`config.mk`:
```
export PLATFORM = sky130hd
export DESIGN_NAME = cpu_ctrl_fsm_flat
export DESIGN_NICKNAME = d
export VERILOG_FILES = /design/src/rtl/cpu_ctrl_fsm_if.sv /design/src/rtl/cpu_ctrl_fsm.sv /design/src/flat_wrapper.sv
export SDC_FILE = /design/constraint.sdc
export NUM_CORES = 1
export LEC_CHECK = 0
export CAP_MARGIN = 10
export CORE_ASPECT_RATIO = 0.6
export CORE_MARGIN = 2
export CORE_UTILIZATION = 51
export DETAILED_ROUTE_END_ITERATION = 10
export PLACE_DENSITY = 0.93
export SETUP_SLACK_MARGIN = 0.2
export SLEW_MARGIN = 20
export SYNTH_ARGS = -nofsm -noshare
export SYNTH_HDL_FRONTEND = slang
export SYNTH_SLANG_ARGS = --single-unit
```
`constraint.sdc`:
```
create_clock -name Clk -period 6.6 [get_ports Clk]
set_input_delay 1.32 -clock Clk [delete_from_list [all_inputs] [get_ports Clk]]
set_output_delay 1.32 -clock Clk [all_outputs]
set_load 0.01 [all_outputs]
```
`src/rtl/cpu_ctrl_fsm_if.sv`:
```
// Bus between the instruction sequencer, the instruction memory and the datapath.
// The controller connects through the master modport; memory and datapath use the slave side.
interface cpu_ctrl_fsm_if #(
    parameter int PC_W = 16
);
    logic [15:0]     Inst;
    logic            InstAck;
    logic            InstReq;
    logic [PC_W-1:0] PC;
    logic [4:0]      Flags;
    logic [3:0]      RdestRegLoc;
    logic [3:0]      RsrcRegLoc;
    logic [4:0]      OpCode;
    logic [15:0]     Imm;
    logic            Imm_s;
    logic            En;
    logic [4:0]      FlagReg;

    modport master (
        input  Inst, InstAck, Flags,
        output InstReq, PC, RdestRegLoc, RsrcRegLoc, OpCode, Imm, Imm_s, En, FlagReg
    );

    modport slave (
        output Inst, InstAck, Flags,
        input  InstReq, PC, RdestRegLoc, RsrcRegLoc, OpCode, Imm, Imm_s, En, FlagReg
    );
endinterface

```
`src/rtl/cpu_ctrl_fsm.sv`:
```
// Multi-cycle instruction sequencer: FETCH -> DECODE -> EXEC, PC, decode and branch resolution.
// Optional macro CTRL_RETIRE_CNT_EN adds a 16-bit retired-instruction counter output.
module cpu_ctrl_fsm #(
    parameter int              PC_W     = 16,
    parameter logic [PC_W-1:0] RESET_PC = '0
) (
    input  logic                  Clk,
    input  logic                  Rst,
    cpu_ctrl_fsm_if.master        bus
`ifdef CTRL_RETIRE_CNT_EN
    ,
    output logic [15:0]           RetireCnt
`endif
);

    typedef enum logic [1:0] {
        S_FETCH  = 2'd0,
        S_DECODE = 2'd1,
        S_EXEC   = 2'd2
    } state_t;

    state_t          state_q, state_d;
    logic [PC_W-1:0] pc_q, pc_d;
    logic [15:0]     ir_q, ir_d;
    logic [4:0]      flag_reg_q, flag_reg_d;
    logic            inst_req_q, inst_req_d;
    logic            en_q, en_d;
`ifdef CTRL_RETIRE_CNT_EN
    logic [15:0]     retire_cnt_q, retire_cnt_d;
`endif

    logic [3:0]      op;
    logic            is_reg;
    logic            is_imm;
    logic            is_alu;
    logic            is_bcond;
    logic [4:0]      dec_opcode;
    logic            alu_write;
    logic            cond_true;
    logic            br_taken;
    logic [PC_W-1:0] disp_pc;

    // Decode is a pure function of IR, so it holds steady from DECODE through EXEC.
    always_comb begin
        op         = ir_q[15:12];
        is_reg     = (op == 4'd0);
        is_imm     = (op >= 4'd1) && (op <= 4'd11);
        is_alu     = (op <= 4'd11);
        is_bcond   = (op == 4'd12);
        dec_opcode = 5'd0;
        if (is_reg) begin
            dec_opcode = {1'b0, ir_q[7:4]};
        end else if (is_imm) begin
            dec_opcode = {1'b0, op};
        end
        alu_write = is_alu && (dec_opcode != 5'b01011);
        disp_pc   = PC_W'($signed(ir_q[7:0]));
    end

    // Branch conditions look at the latched flags of an earlier instruction.
    always_comb begin
        cond_true = 1'b0;
        case (ir_q[11:8])
            4'b0000: cond_true = flag_reg_q[3];
            4'b0001: cond_true = !flag_reg_q[3];
            4'b0010: cond_true = flag_reg_q[0];
            4'b0011: cond_true = !flag_reg_q[0];
            4'b0110: cond_true = flag_reg_q[4];
            4'b1110: cond_true = 1'b1;
            default: cond_true = 1'b0;
        endcase
        br_taken = is_bcond && cond_true;
    end

    always_comb begin
        state_d    = state_q;
        pc_d       = pc_q;
        ir_d       = ir_q;
        flag_reg_d = flag_reg_q;
        inst_req_d = inst_req_q;
        en_d       = 1'b0;
`ifdef CTRL_RETIRE_CNT_EN
        retire_cnt_d = retire_cnt_q;
`endif
        case (state_q)
            S_FETCH: begin
                inst_req_d = 1'b1;
                if (inst_req_q && bus.InstAck) begin
                    ir_d       = bus.Inst;
                    inst_req_d = 1'b0;
                    state_d    = S_DECODE;
                end
            end
            S_DECODE: begin
                inst_req_d = 1'b0;
                en_d       = alu_write;
                state_d    = S_EXEC;
            end
            S_EXEC: begin
                if (is_alu) begin
                    flag_reg_d = bus.Flags;
                end
                pc_d       = br_taken ? (pc_q + disp_pc) : (pc_q + PC_W'(1));
                inst_req_d = 1'b1;
                state_d    = S_FETCH;
`ifdef CTRL_RETIRE_CNT_EN
                retire_cnt_d = retire_cnt_q + 16'd1;
`endif
            end
            default: begin
                inst_req_d = 1'b0;
                state_d    = S_FETCH;
            end
        endcase
    end

    always_ff @(posedge Clk) begin
        if (Rst) begin
            state_q    <= S_FETCH;
            pc_q       <= RESET_PC;
            ir_q       <= 16'h0000;
            flag_reg_q <= 5'd0;
            inst_req_q <= 1'b0;
            en_q       <= 1'b0;
`ifdef CTRL_RETIRE_CNT_EN
            retire_cnt_q <= 16'd0;
`endif
        end else begin
            state_q    <= state_d;
            pc_q       <= pc_d;
            ir_q       <= ir_d;
            flag_reg_q <= flag_reg_d;
            inst_req_q <= inst_req_d;
            en_q       <= en_d;
`ifdef CTRL_RETIRE_CNT_EN
            retire_cnt_q <= retire_cnt_d;
`endif
        end
    end

    assign bus.InstReq     = inst_req_q;
    assign bus.PC          = pc_q;
    assign bus.RdestRegLoc = ir_q[11:8];
    assign bus.RsrcRegLoc  = ir_q[3:0];
    assign bus.OpCode      = dec_opcode;
    assign bus.Imm         = {{8{ir_q[7]}}, ir_q[7:0]};
    assign bus.Imm_s       = is_imm;
    assign bus.FlagReg     = flag_reg_q;
    // A reset landing in EXEC must suppress the write that this edge would otherwise commit.
    assign bus.En          = en_q & ~Rst;
`ifdef CTRL_RETIRE_CNT_EN
    assign RetireCnt       = retire_cnt_q;
`endif

endmodule

```
`src/flat_wrapper.sv`:
```
// flat-port wrapper written by rule: the top's interface ports become plain ports
module cpu_ctrl_fsm_flat 
#(
    parameter int              PC_W     = 16,
    parameter logic [PC_W-1:0] RESET_PC = '0
)
  (Clk, Rst, bus_Inst, bus_InstAck, bus_Flags, bus_InstReq, bus_PC, bus_RdestRegLoc, bus_RsrcRegLoc, bus_OpCode, bus_Imm, bus_Imm_s, bus_En, bus_FlagReg);
  cpu_ctrl_fsm_if #(.PC_W(PC_W)) bus_i ();
  input  logic Clk;
  input  logic Rst;
  input wire logic [$bits(bus_i.Inst)-1:0] bus_Inst;
  input wire logic [$bits(bus_i.InstAck)-1:0] bus_InstAck;
  input wire logic [$bits(bus_i.Flags)-1:0] bus_Flags;
  output wire logic [$bits(bus_i.InstReq)-1:0] bus_InstReq;
  output wire logic [$bits(bus_i.PC)-1:0] bus_PC;
  output wire logic [$bits(bus_i.RdestRegLoc)-1:0] bus_RdestRegLoc;
  output wire logic [$bits(bus_i.RsrcRegLoc)-1:0] bus_RsrcRegLoc;
  output wire logic [$bits(bus_i.OpCode)-1:0] bus_OpCode;
  output wire logic [$bits(bus_i.Imm)-1:0] bus_Imm;
  output wire logic [$bits(bus_i.Imm_s)-1:0] bus_Imm_s;
  output wire logic [$bits(bus_i.En)-1:0] bus_En;
  output wire logic [$bits(bus_i.FlagReg)-1:0] bus_FlagReg;
  assign bus_i.Inst = bus_Inst;
  assign bus_i.InstAck = bus_InstAck;
  assign bus_i.Flags = bus_Flags;
  assign bus_InstReq = bus_i.InstReq;
  assign bus_PC = bus_i.PC;
  assign bus_RdestRegLoc = bus_i.RdestRegLoc;
  assign bus_RsrcRegLoc = bus_i.RsrcRegLoc;
  assign bus_OpCode = bus_i.OpCode;
  assign bus_Imm = bus_i.Imm;
  assign bus_Imm_s = bus_i.Imm_s;
  assign bus_En = bus_i.En;
  assign bus_FlagReg = bus_i.FlagReg;
  cpu_ctrl_fsm #(.PC_W(PC_W), .RESET_PC(RESET_PC)) u_core (.Clk(Clk), .Rst(Rst), .bus(bus_i));
endmodule
```
==> results.json <==
{
  "outcome": "complete, no violations",
  "clk_latency_ps": 300,
  "number_of_distinct_library_cells_after_synthesis": 49,
  "worstMarginPinSlew_ps": 1005,
  "grt_start_max_net_pins": 43,
  "port_buffers": 75,
  "timing.clock.skew_ps": 5.124,
  "timing.setup.critical_path_class": "primary input to primary output",
  "hpwlAfterDp_um": 5128,
  "fmaxAchievable_ghz": 0.2462,
  "post_synth_inst_count": 326,
  "synthMostInstantiatedCell": "sky130_fd_sc_hd__nand2_1",
  "synth_area_per_cell_um2": 7.822,
  "clkTransAtPathRegs_ps": 80,
  "drt_first_iter_violations": 157,
  "combinational_family_with_the_most_area_after_synthesis": "compound AO/OA/AOI/OAI gates",
  "vias_in_the_first_global_route": 2315,
  "ant_nets": 0,
  "cts_setup_buffers": 0,
  "hold_buffers": 0,
  "post-synth-top-area-fraction_pct": 32.19,
  "clk_root_buffer_cell": "sky130_fd_sc_hd__clkbuf_8",
  "synth-compound-area-share_pct": 23.65,
  "worst_hold_slack_ps": 467.1,
  "report.final.hold_viol_count": 0,
  "worst-endpoint-required_ps": 5280,
  "power.total_mw": 0.5471,
  "cellPowerDensity_nw_per_um2": 167.9,
  "r2r_start": "u_core.ir_q[15]",
  "post-synth-top-area-cell": "sky130_fd_sc_hd__dfxtp_1",
  "finalWirelength_um": 6967,
  "floorplan.die.height_um": 58.77,
  "synthMuxAreaShare_pct": 1.619,
  "chipWidth_um": 95.29,
  "floorplan.core_area_um2": 4683,
  "power.share.sequential_pct": 48.0,
  "synth_warnings": 0,
  "setup.reg_to_reg.worst_slack_ps": 2930,
  "fin_tns_setup_ps": 0,
  "synth_edf_count": 0,
  "htreeDepth": 2,
  "xor_xnor_fraction_of_synth_area_pct": 1.030,
  "number_of_cell_instances_on_the_worst_register_to_register_path": 11,
  "ios": 77,
  "routed_via_density": 5.716,
  "insertedDiodeCount": 0,
  "design.die.area_um2": 5600,
  "r2r-end": "u_core.bus.PC[15]",
  "gp_congestion": 0.9628,
  "slew_viol_final": 0,
  "critical_path.startpoint_type": "primary input",
  "ys_seq_area_share_pct": 32.19,
  "unrepaired_setup_endpoints_after_global_routing": "no",
  "total_routing_resource_utilization_after_global_routing_pct": 25.55,
  "setup_viol": 0,
  "finalNetCount": 413,
  "yosys_most_used_dff": "sky130_fd_sc_hd__dfxtp_1",
  "antenna_found_initial": 0,
  "worst-endpoint-arrival_ps": 2740,
  "hold_depth": 2,
  "ys_seq_elements": 41,
  "synthArstFlopShare_pct": 0,
  "final_period_minus_worst_setup_slack_ps": 4061,
  "cts_resized": 0,
  "yosys.area_share.simple_pct": 21.84,
  "hold_end": "u_core.bus.FlagReg[1]",
  "cts_num_sinks": 41,
  "layout-drive-gt1-share_pct": 4.813,
  "p_sw_mw": 0.1309,
  "synth_adder_area_share_pct": 8.145,
  "vias": 2498,
  "detailedRoute.firstPassIterationCount": 5,
  "leading_cell_types_by_total_area_after_synthesis": "sky130_fd_sc_hd__dfxtp_1 32%, sky130_fd_sc_hd__nand2_1 8.8%, sky130_fd_sc_hd__a21oi_1 8.6%, sky130_fd_sc_hd__buf_4 7.4%, sky130_fd_sc_hd__ha_1 7.4%",
  "synth.cell_area_um2": 2550,
  "synthTopCellsByCount": "60 x sky130_fd_sc_hd__nand2_1, 44 x sky130_fd_sc_hd__a21oi_1, 41 x sky130_fd_sc_hd__dfxtp_1, 25 x sky130_fd_sc_hd__buf_4, 19 x sky130_fd_sc_hd__nor2_1",
  "start_util_pct": 54.45,
  "grt_pass1_wl_um": 11080,
  "power_switching_share_pct": 23.92,
  "avgRoutedWirePerCell_um": 15.94,
  "p_leak_nw": 1.359,
  "route.detailed.drc": 0,
  "post-route-period-util_pct": 61.54,
  "max-vdd-ir-drop_mv": 0.1080,
  "pwr-share-clk_pct": 38.8,
  "worst_slew_margin_rel_pct": 32.66,
  "worst_setup_path_startpoint": "Rst",
  "cts-root-to-sink-buffers": 2,
  "tritoncts": "yes",
  "worst-path-max-fanout": 42,
  "internal_power_mw": 0.4163,
  "area_growth_pct": 27.82,
  "grt-ovfl-total": 0,
  "fill_cells": 369,
  "p_comb_share_pct": 13.2,
  "number_of_placement_rows": 19,
  "tritoncts_buffer_count": 5,
  "min-delay-start": "u_core.bus.FlagReg[1]",
  "syn-num-nets": 366,
  "end_kind": "primary output",
  "worstHoldPathType": "register to register",
  "maxCapViolCount": 0
}
power groups by stage:
stage / registers (mW) / logic [mW] / clock network, mW
final: 0.263 / 0.0721 / 0.212
after global routing: 0.264 / 0.0779 / 0.225
after CTS: 0.262 / 0.0720 / 0.211
after detailed placement: 0.268 / 0.0714 / 0
after global placement: 0.267 / 0.0697 / 0
after floorplan: 0.266 / 0.0395 / 0
worst max-delay path: stages:
cell and delay [ps]:
sky130_fd_sc_hd__clkdlybuf4s50_1 450, sky130_fd_sc_hd__buf_4 380, sky130_fd_sc_hd__nor2b_1 90, sky130_fd_sc_hd__clkdlybuf4s50_1 500
sequential cells by signal, summed over array words and instances (netlist names):
| register | count |
|---|---|
| u_core.bus.PC | 16 |
| u_core.en_q | 1 |
| u_core.bus.FlagReg | 5 |
| u_core.ir_q | 16 |
| u_core.state_q | 2 |
| u_core.bus.InstReq | 1 |
cells by family (layout without fill, tap and decap cells):
family                     after synthesis  in the layout
xor gates and xnor gates                 3              3
other                                    1              1
AOI/OAI and AO/OA                       93             93
adders and majority gates               16             16
buffers and inverters                   46             94
DFF                                     41             41
and+or+nand+nor                        122            122
muxes                                    4              4
cells in the final DEF, fill, tap and decap left out, drive strengths merged, types with 3 or more instances in the layout:
cell type      netlist  routed
dfxtp               41      41
or3                  3       3
o2111ai              3       3
clkdlybuf4s50        0      75
xnor2                3       3
nor2b                3       3
nor2                19      19
o21a                 3       3
nand2               60      60
a21oi               45      45
ha                  15      15
a211oi               4       4
mux2i                3       3
and2                 8       8
a21o                 8       8
nand3                8       8
o211a                3       3
and3                 8       8
a32o                 3       3
inv                  9       9
o21ai               12      12
clkbuf               8       7
nor3                 5       5
layout make-up:
type	instances	area (um2)	share of cell area, %
tap	63	78.83	2.418
inverter	9	33.78	1.036
timing repair buffer	77	765.7	23.49
clock inverter	1	30.03	0.9213
sequential	41	820.8	25.18
clock buffer	7	86.33	2.649
multi-input combinational	239	1444	44.30
routing by layer:
layer	track usage, %	vias up	wire (um)
met3	7.170	15	689
met5	0	-	0
met1	35.70	1144	3085
met2	38.43	129	3095
met4	8.075	0	97
li1	-	1210	-
worst max-delay path by stage:
| stage | end | slack (ps) | depth (start not counted) |
|---|---|---|---|
| finish | bus_En | 2540 | 4 |
| global route | bus_En | 2480 | 4 |
| floorplan | bus_En | 3660 | 2 |
| detailed placement | bus_En | 2550 | 4 |
| CTS | bus_En | 2540 | 4 |
| global placement | bus_En | 2560 | 4 |
per-stage QoR:
| stage | setup WS [ps] | util (%) | cells | area (um2) |
|---|---|---|---|---|
| floorplan | 3659 | - | 326 | 2550 |
| global placement | 2557 | 67.11 | 429 | 3143 |
| detailed placement | 2546 | 67.11 | 429 | 3143 |
| CTS | 2537 | 69.60 | 437 | 3259 |
| global route | 2483 | 69.60 | 437 | 3259 |
| finish | 2539 | 69.60 | 437 | 3259 |
No activity file was read; power rests on OpenSTA's default activity.
